<file path="src/rtl/mprj_seq_monitor.sv">
// mprj_seq_monitor
//   Watches a probe bus (typically a slice of mprj_io) for an ordered list of
//   masked patterns. Each pattern must hold for HOLD consecutive cycles and be
//   reached within its own cycle budget. Reports pass/fail, the step being
//   awaited and the step that timed out.
//
// Ports
//   wb_clk_i, wb_rst_i      clock, synchronous active-high reset
//   probe                   observed bus (synchronised through SYNC flops)
//   cfg_we/cfg_addr/...     step-table write port, dropped while busy
//   num_steps               active step count, latched on start (0/>STEPS = STEPS)
//   start, abort            begin sequence / return to idle (abort wins)
//   busy                    sequence running
//   step_hit, done          one-cycle pulses on step acceptance / PASS-FAIL entry
//   pass, fail              sticky result until next start/abort/reset
//   cur_step, fail_step     step awaited / step that timed out
module mprj_seq_monitor #(
  parameter int WIDTH = 16,
  parameter int STEPS = 4,
  parameter int HOLD  = 1,
  parameter int TMO_W = 24,
  parameter int SYNC  = 2,
  localparam int SW   = $clog2(STEPS)
) (
  input  logic             wb_clk_i,
  input  logic             wb_rst_i,
  input  logic [WIDTH-1:0] probe,
  input  logic             cfg_we,
  input  logic [SW-1:0]    cfg_addr,
  input  logic [WIDTH-1:0] cfg_value,
  input  logic [WIDTH-1:0] cfg_mask,
  input  logic [TMO_W-1:0] cfg_tmo,
  input  logic [SW:0]      num_steps,
  input  logic             start,
  input  logic             abort,
  output logic             busy,
  output logic             step_hit,
  output logic             done,
  output logic             pass,
  output logic             fail,
  output logic [SW-1:0]    cur_step,
  output logic [SW-1:0]    fail_step
);

  typedef enum logic [1:0] {S_IDLE, S_RUN, S_PASS, S_FAIL} state_t;

  localparam logic [7:0]    HOLD_LAST = 8'(HOLD - 1);
  localparam logic [SW:0]   STEPS_N   = (SW + 1)'(STEPS);
  localparam logic [SW-1:0] STEP_MAX  = SW'(STEPS - 1);

  // Probe synchroniser
  logic [WIDTH-1:0] probe_s;

  if (SYNC == 0) begin : g_nosync
    assign probe_s = probe;
  end else begin : g_sync
    logic [SYNC*WIDTH-1:0]     sync_q;
    logic [(SYNC+1)*WIDTH-1:0] sync_ext;

    // Oldest stage sits at the top of sync_ext; works for SYNC == 1 too.
    assign sync_ext = {sync_q, probe};
    assign probe_s  = sync_ext[(SYNC+1)*WIDTH-1 -: WIDTH];

    always_ff @(posedge wb_clk_i) begin
      if (wb_rst_i) sync_q <= '0;
      else          sync_q <= sync_ext[SYNC*WIDTH-1:0];
    end
  end

  // Step table and sequencer state
  logic [STEPS-1:0][WIDTH-1:0] tab_value, tab_mask;
  logic [STEPS-1:0][TMO_W-1:0] tab_tmo;

  state_t            state_q, state_d;
  logic [SW-1:0]     cur_q, cur_d, last_q, last_d, fstep_q, fstep_d;
  logic [7:0]        hold_q, hold_d;
  logic [TMO_W-1:0]  tmr_q, tmr_d, tmo_cur;
  logic              hit_q, hit_d, done_q, done_d;
  logic              match, accept, expired;
  logic [SW-1:0]     last_start;

  assign match      = ((probe_s ^ tab_value[cur_q]) & tab_mask[cur_q]) == '0;
  assign accept     = match && (hold_q == HOLD_LAST);
  assign tmo_cur    = tab_tmo[cur_q];
  assign expired    = (tmo_cur != '0) && (tmr_q == tmo_cur - 1'b1);
  assign last_start = (num_steps == '0 || num_steps > STEPS_N) ? STEP_MAX
                                                               : SW'(num_steps - 1'b1);

  always_comb begin
    state_d = state_q;
    cur_d   = cur_q;
    last_d  = last_q;
    fstep_d = fstep_q;
    hold_d  = hold_q;
    tmr_d   = tmr_q;
    hit_d   = 1'b0;
    done_d  = 1'b0;

    if (abort) begin
      state_d = S_IDLE;
      cur_d   = '0;
      fstep_d = '0;
      hold_d  = '0;
      tmr_d   = '0;
    end else begin
      case (state_q)
        S_RUN: begin
          hold_d = match ? hold_q + 8'd1 : 8'd0;
          // Acceptance takes priority over a timeout in the same cycle.
          if (accept) begin
            hit_d  = 1'b1;
            hold_d = '0;
            tmr_d  = '0;
            if (cur_q == last_q) begin
              state_d = S_PASS;
              done_d  = 1'b1;
            end else begin
              cur_d = cur_q + 1'b1;
            end
          end else if (expired) begin
            state_d = S_FAIL;
            done_d  = 1'b1;
            fstep_d = cur_q;
          end else if (tmr_q != '1) begin
            tmr_d = tmr_q + 1'b1;
          end
        end
        default: begin
          if (start) begin
            state_d = S_RUN;
            cur_d   = '0;
            fstep_d = '0;
            hold_d  = '0;
            tmr_d   = '0;
            last_d  = last_start;
          end
        end
      endcase
    end
  end

  always_ff @(posedge wb_clk_i) begin
    if (wb_rst_i) begin
      state_q   <= S_IDLE;
      cur_q     <= '0;
      last_q    <= '0;
      fstep_q   <= '0;
      hold_q    <= '0;
      tmr_q     <= '0;
      hit_q     <= 1'b0;
      done_q    <= 1'b0;
      tab_value <= '0;
      tab_mask  <= '0;
      tab_tmo   <= '0;
    end else begin
      state_q <= state_d;
      cur_q   <= cur_d;
      last_q  <= last_d;
      fstep_q <= fstep_d;
      hold_q  <= hold_d;
      tmr_q   <= tmr_d;
      hit_q   <= hit_d;
      done_q  <= done_d;
      if (cfg_we && state_q != S_RUN) begin
        tab_value[cfg_addr] <= cfg_value;
        tab_mask[cfg_addr]  <= cfg_mask;
        tab_tmo[cfg_addr]   <= cfg_tmo;
      end
    end
  end

  assign busy      = (state_q == S_RUN);
  assign pass      = (state_q == S_PASS);
  assign fail      = (state_q == S_FAIL);
  assign step_hit  = hit_q;
  assign done      = done_q;
  assign cur_step  = cur_q;
  assign fail_step = fstep_q;

endmodule
</file>
<file path="config.mk">
export PLATFORM = sky130hd
export DESIGN_NAME = mprj_seq_monitor
export DESIGN_NICKNAME = d
export VERILOG_FILES = /design/src/rtl/mprj_seq_monitor.sv
export SDC_FILE = /design/constraint.sdc
export NUM_CORES = 1
export LEC_CHECK = 0
export CORE_ASPECT_RATIO = 1.75
export CORE_MARGIN = 2
export CORE_UTILIZATION = 35
export CTS_BUF_LIST = sky130_fd_sc_hd__clkbuf_16
export CTS_CLUSTER_DIAMETER = 40
export CTS_CLUSTER_SIZE = 10
export DETAILED_ROUTE_END_ITERATION = 6
export GPL_TIMING_DRIVEN = 0
export PLACE_DENSITY = 0.59
export SKIP_LAST_GASP = 1
export SYNTH_ARGS = -nofsm -noshare
export SYNTH_HDL_FRONTEND = slang
export SYNTH_SLANG_ARGS = --single-unit
</file>
<file path="constraint.sdc">
create_clock -name wb_clk_i -period 5.4 [get_ports wb_clk_i]
set_input_delay 1.62 -clock wb_clk_i [delete_from_list [all_inputs] [get_ports wb_clk_i]]
set_output_delay 1.62 -clock wb_clk_i [all_outputs]
set_load 0.02 [all_outputs]
</file>
Yosys cells after proc, flatten, opt, wreduce, memory -nomap -nowiden
Cells that the tools add are included.
{"block": "word_totals", "register_bits": 298, "in_bits": 82, "out_inout_bits": 9, "word_cells": 105}
{"block": "op_classes", "n_addsub": 5, "magnitude_cmp": 4, "n_eq_ne": 15, "mux": 39, "bitwise_logic": 4, "n_reduce_logical": 17}
{"cell": "$mux 24", "count": 7}
{"cell": "$bwmux 64", "count": 2}
{"cell": "$bwmux 96", "count": 1}
{"cell": "$bmux 16 s2", "count": 2}
{"cell": "$bmux 24 s2", "count": 1}
{"cell": "$demux 24 s2", "count": 1}
{"cell": "$mux 16", "count": 3}
{"cell": "$demux 16 s2", "count": 1}
{"cell": "$mux 8", "count": 4}
{"cell": "$mux 2", "count": 13}
{"cell": "$add 24x1->24 const B", "count": 1}
{"cell": "$eq 24x24->1", "count": 1}
{"cell": "$ne 24x24->1 const B", "count": 1}
{"cell": "$reduce_bool 24->1", "count": 1}
{"cell": "$sub 24x1->24 const B", "count": 1}
{"cell": "$and 16x16->16", "count": 1}
{"cell": "$logic_not 16->1", "count": 1}
{"cell": "$xor 16x16->16", "count": 1}
{"cell": "$reduce_and 3->1", "count": 5}
{"cell": "$add 8x1->8 const B", "count": 1}
{"cell": "$logic_not 8->1", "count": 1}
{"cell": "$lt 2x3->1 const B", "count": 2}
{"cell": "$ne 2x1->1 const B", "count": 3}
{"cell": "$ne 3x1->1 const B", "count": 2}
{"cell": "other kinds (18)", "count": 27}

Depth between registers and ports, before layout
{"block": "depth", "ltp_word": 8, "depth_mapped": 16, "mapped_depth_nobuf": 11}

Worst setup path after synthesis
OpenSTA, ideal clock, no wires.
{"block": "synth_path", "path_kind": "reg2reg", "start": "reg cur_q[0] (netlist: cur_step[0])", "end": "reg tmr_q[15]", "setup_ns": 0.070, "arrival_time_ns": 3.934, "required_ns": 5.330, "slack_ns": 1.396, "stages_incl_launch_ff": 16, "n_path_buf": 5, "period_less_slack_ns": 4.004, "path_cell_list": "dfxtp_1 buf_6 buf_6 buf_4 mux4_2 nor4_4 nand2_1 buf_2 o31a_1 o211ai_1 a31oi_1 and4b_1 buf_6 or2_1 or4_1 a21oi_1"}
{"block": "synth_between", "elab_chain_cells": 8, "elab_cells_between_ends": 19, "cone_classes": "add/sub (1); eq/ne (3); mux (8); bitwise (2); reduce/logical (5)"}
{"item": "start: declaration", "line_no": "75", "text": "logic [SW-1:0] cur_q, cur_d, last_q, last_d, fstep_q, fstep_d;"}
{"item": "start signal: assignment", "line_no": "157", "text": "cur_q <= cur_d;"}
{"item": "parallel branches: the longest is 8 deep, another holds $sub 24x1->24"}
{"item": "end signal: assignment", "line_no": "161", "text": "tmr_q <= tmr_d;"}
{"item": "end: declaration", "line_no": "77", "text": "logic [TMO_W-1:0] tmr_q, tmr_d, tmo_cur;"}
Parallel ways; which one is timed is not known. The select of a mux whose other input is x is not followed.
A chain may end at the register's enable or synchronous reset.

Worst setup path in the final report
{"block": "layout_path", "start": "reg cur_q[0] (netlist: cur_step[0])", "end": "reg tmr_q[19]"}
The elaborated chain is that of the path after synthesis.

==> impl_metrics.prom <==
# TYPE chip_impl_metric gauge
chip_impl_info{name="status",value="finished clean"} 1
chip_impl_metric{name="drc",unit=""} 0
chip_impl_metric{name="dpl.hpwl",unit="mm"} 33.3
chip_impl_info{name="hp-class",value="flop to flop"} 1
chip_impl_metric{name="via_density_per_instance",unit=""} 5.26
chip_impl_metric{name="first_global_vias",unit=""} 11700
chip_impl_info{name="worst_setup_path_end_kind",value="flop"} 1
chip_impl_metric{name="floorplan.io_pins",unit=""} 91
chip_impl_metric{name="final_worst_path_cycle_share",unit="%"} 92.2
chip_impl_metric{name="cts_max_path_buffers",unit=""} 3
chip_impl_metric{name="die_w",unit="um"} 150
chip_impl_metric{name="report.final.hold_viol_count",unit=""} 0
chip_impl_metric{name="slew_viol_final",unit=""} 0
chip_impl_metric{name="pwrdens",unit="nW/um^2"} 331
chip_impl_info{name="tritoncts",value="yes"} 1
chip_impl_metric{name="ant_nets",unit=""} 0
chip_impl_metric{name="synth_sequential_area_ratio",unit="%"} 45.7
chip_impl_metric{name="relSlewSlack",unit="%"} 37.2
chip_impl_metric{name="skew",unit="ps"} 18.8
chip_impl_info{name="timing.critical_path.from_type",value="flop"} 1
chip_impl_metric{name="fin_hold_ws",unit="ps"} 427
chip_impl_metric{name="full_die_area",unit="um^2"} 38900
chip_impl_metric{name="worst_pin_slew",unit="ps"} 938
chip_impl_metric{name="antenna_found_initial",unit=""} 0
chip_impl_metric{name="layout.nets",unit=""} 1816
chip_impl_metric{name="ys_async_sr_fraction",unit="%"} 0
chip_impl_metric{name="finish.utilization",unit="%"} 42.6
chip_impl_info{name="ys.flop_type",value="dfxtp_1"} 1
chip_impl_info{name="layout_common_cells",value="nand2_1, dfxtp_1, a21oi_1"} 1
chip_impl_metric{name="grt_pass1_wl",unit="mm"} 67.0
chip_impl_metric{name="setup_slack",unit="ps"} 422
chip_impl_metric{name="gr-usage-all-layers",unit="%"} 22.9
chip_impl_metric{name="initialDrtViolationCount",unit=""} 729
chip_impl_metric{name="grt_start_max_net_pins",unit=""} 11
chip_impl_metric{name="post_synth_instance_area",unit="um^2"} 13000
chip_impl_metric{name="grt_overflow_total",unit=""} 0
chip_impl_metric{name="critPathMaxFanout",unit=""} 10
chip_impl_info{name="setup_repair_after_global_routing_missed_its_margin",value="false"} 1
chip_impl_metric{name="cp_data_arrival_time",unit="ps"} 5420
chip_impl_metric{name="ys_seq_elements",unit=""} 298
chip_impl_metric{name="dr_total_vias",unit=""} 11700
chip_impl_metric{name="detail_route.first_pass.iterations",unit=""} 7
chip_impl_metric{name="num-fill-cells",unit=""} 3756
chip_impl_info{name="top_area_cells_in_the_synthesized_netlist",value="dfxtp_1, nand2_1, a21oi_1, xor2_1, mux4_2"} 1
chip_impl_metric{name="die_height",unit="um"} 259
chip_impl_metric{name="ant_cells",unit=""} 0
chip_impl_metric{name="critical_path_required",unit="ps"} 5840
chip_impl_metric{name="synth_simple_gate_area_share",unit="%"} 23.7
chip_impl_metric{name="dp.cells",unit=""} 2163
chip_impl_metric{name="floorplan.initialDensity",unit="%"} 35.5
chip_impl_metric{name="period_minus_slack",unit="ps"} 4980
chip_impl_metric{name="cts_inserted_buffers",unit=""} 39
chip_impl_metric{name="synthCells",unit=""} 1599
chip_impl_metric{name="synth_enable_flop_cells",unit=""} 0
chip_impl_metric{name="synthMuxAreaShare",unit="%"} 4.71
chip_impl_metric{name="layout-area-overhead-vs-synth",unit="%"} 20.0
chip_impl_metric{name="max_cap_violations",unit=""} 0
chip_impl_metric{name="max_freq",unit="GHz"} 0.201
chip_impl_metric{name="finalSetupTns",unit="ps"} 0
chip_impl_info{name="timing_worst_setup_path_type",value="flop to flop"} 1
chip_impl_metric{name="cts.reportedPaths.clkPinSlew",unit="ps"} 50
chip_impl_metric{name="syn_nets",unit=""} 1686
chip_impl_metric{name="clk_latency",unit="ps"} 540
chip_impl_metric{name="gp_congestion",unit=""} 0.913
chip_impl_metric{name="fraction_of_layout_instances_using_a_drive_strength_above_1",unit="%"} 5.85
chip_impl_metric{name="layout.cell_area.non_filler",unit="um^2"} 15700
chip_impl_metric{name="post_dp_cell_area",unit="um^2"} 14500
chip_impl_info{name="mostFrequentLayoutCell",value="nand2_1"} 1
chip_impl_metric{name="vdd_ir_drop_max",unit="mV"} 0.185
chip_impl_metric{name="post_synth_fa_ha_maj_area_fraction",unit="%"} 0.480
chip_impl_info{name="synth_top_family_by_area",value="simple AND/OR/NAND/NOR gates"} 1
chip_impl_metric{name="num_rows",unit=""} 93
chip_impl_metric{name="synth.top_cell.area_share",unit="%"} 45.7
chip_impl_metric{name="yosysWarningCount",unit=""} 0
chip_impl_info{name="synth_largest_area_cell",value="dfxtp_1"} 1
chip_impl_metric{name="synth_cell_types",unit=""} 67
chip_impl_metric{name="sink_count",unit=""} 298
chip_impl_metric{name="detail_route.wirelength",unit="mm"} 44.3
chip_impl_metric{name="worst_setup_slack_before_clock_tree_synthesis",unit="ps"} 178
chip_impl_metric{name="post_synth_xor_area_fraction",unit="%"} 6.92
chip_impl_metric{name="synth.avg_cell_area",unit="um^2"} 8.16
chip_impl_info{name="cts_root_buf",value="clkbuf_16"} 1
chip_impl_metric{name="portBuffers",unit=""} 89
chip_impl_metric{name="p_total",unit="mW"} 5.18
chip_impl_metric{name="design.core.area",unit="um^2"} 36800
chip_impl_metric{name="htreeDepth",unit=""} 2
chip_impl_metric{name="final_cell_count_no_fill",unit=""} 2218
chip_impl_metric{name="synth_compound_area_share",unit="%"} 14.8
chip_impl_metric{name="final-setup-viol-count",unit=""} 0
chip_impl_metric{name="power.leakage",unit="nW"} 5.61
chip_impl_metric{name="post_drt_wl_per_cell",unit="um"} 20.0
-- repair_timing --
item	in CTS	in global routing
buffers inserted	0	0
endpoints found under the setup margin	0	4
hold buffers	0	0
resized for setup	0	1
-- sequential cells by signal, summed over array words and instances, names as in the netlist --
register,count
tab_value,64
hold_q,8
tab_mask,64
g_sync.sync_q,32
step_hit,1
last_q,2
cur_step,2
tmr_q,24
tab_tmo,96
fail_step,2
state_q,2
done,1
-- cell usage after synthesis (all sizes together) (8+ instances only) --
master	n
a22oi	25
nand3	24
nor2b	36
nand4	12
a21oi	254
buf	18
nor4	18
nor2	52
mux4	25
clkbuf	85
xnor2	31
nand2	484
nor3	20
o21ai	13
or2	8
dfxtp	298
xor2	72
inv	16
-- final timing paths --
| kind | cells past startpoint | end | from | slack [ps] |
|---|---|---|---|---|
| min | 1 | g_sync.sync_q[16]$_SDFF_PP0_ | g_sync.sync_q[0]$_SDFF_PP0_ | 430 |
| max reg2reg | 13 | tmr_q[19]$_SDFFE_PP0P_ | cur_step[0]$_SDFFE_PP0P_ | 420 |
| min reg2reg | 1 | g_sync.sync_q[16]$_SDFF_PP0_ | g_sync.sync_q[0]$_SDFF_PP0_ | 430 |
| max | 13 | tmr_q[19]$_SDFFE_PP0P_ | cur_step[0]$_SDFFE_PP0P_ | 420 |
-- cell type report --
cell class | count | area [um^2] | share of cell area (%)
clock buffers | 39 | 976 | 6.23
inverters | 16 | 60.1 | 0.384
repair buffers | 89 | 891 | 5.69
multi-input cells | 1182 | 6600 | 42.2
well taps | 475 | 594 | 3.80
clock inverters | 16 | 145 | 0.927
flip-flops and latches | 298 | 5970 | 38.1
plain buffers | 103 | 420 | 2.69
-- cells by family (layout without fill, tap and decap cells) --
| family | count (synthesis) | in the layout |
|---|---|---|
| xor gates and xnor gates | 103 | 103 |
| AOI/OAI and AO/OA | 341 | 341 |
| and+or+nand+nor | 703 | 703 |
| adders and majority gates | 5 | 5 |
| muxes | 30 | 30 |
| buffers and inverters | 119 | 263 |
| DFF | 298 | 298 |
-- power breakdown --
part	total [mW]	switching [mW]	internal (mW)
sequential	2.31	0.0428	2.27
clock	2.36	0.966	1.39
combinational	0.506	0.320	0.186
total	5.18	1.33	3.85
-- routing by layer --
metal	global-route usage [%]	vias to the layer above	wire length [um]
li1	-	5668	-
met3	3.04	144	1790
met2	43.4	355	23800
met5	0	-	0
met4	16.5	0	3600
met1	22.2	5494	15100
-- critical path: stages, from the launching register on --
cell and delay [ps]:
dfxtp_1 370, buf_6 180, buf_6 210, buf_4 280, buf_2 380, a21boi_0 670, nand4_1 190, a211oi_1 330
a32oi_2 260, o2111ai_1 590, o211ai_1 450, nor4_2 380, or3b_1 380, a21oi_1 180
Power figures use the tool's default switching activity.
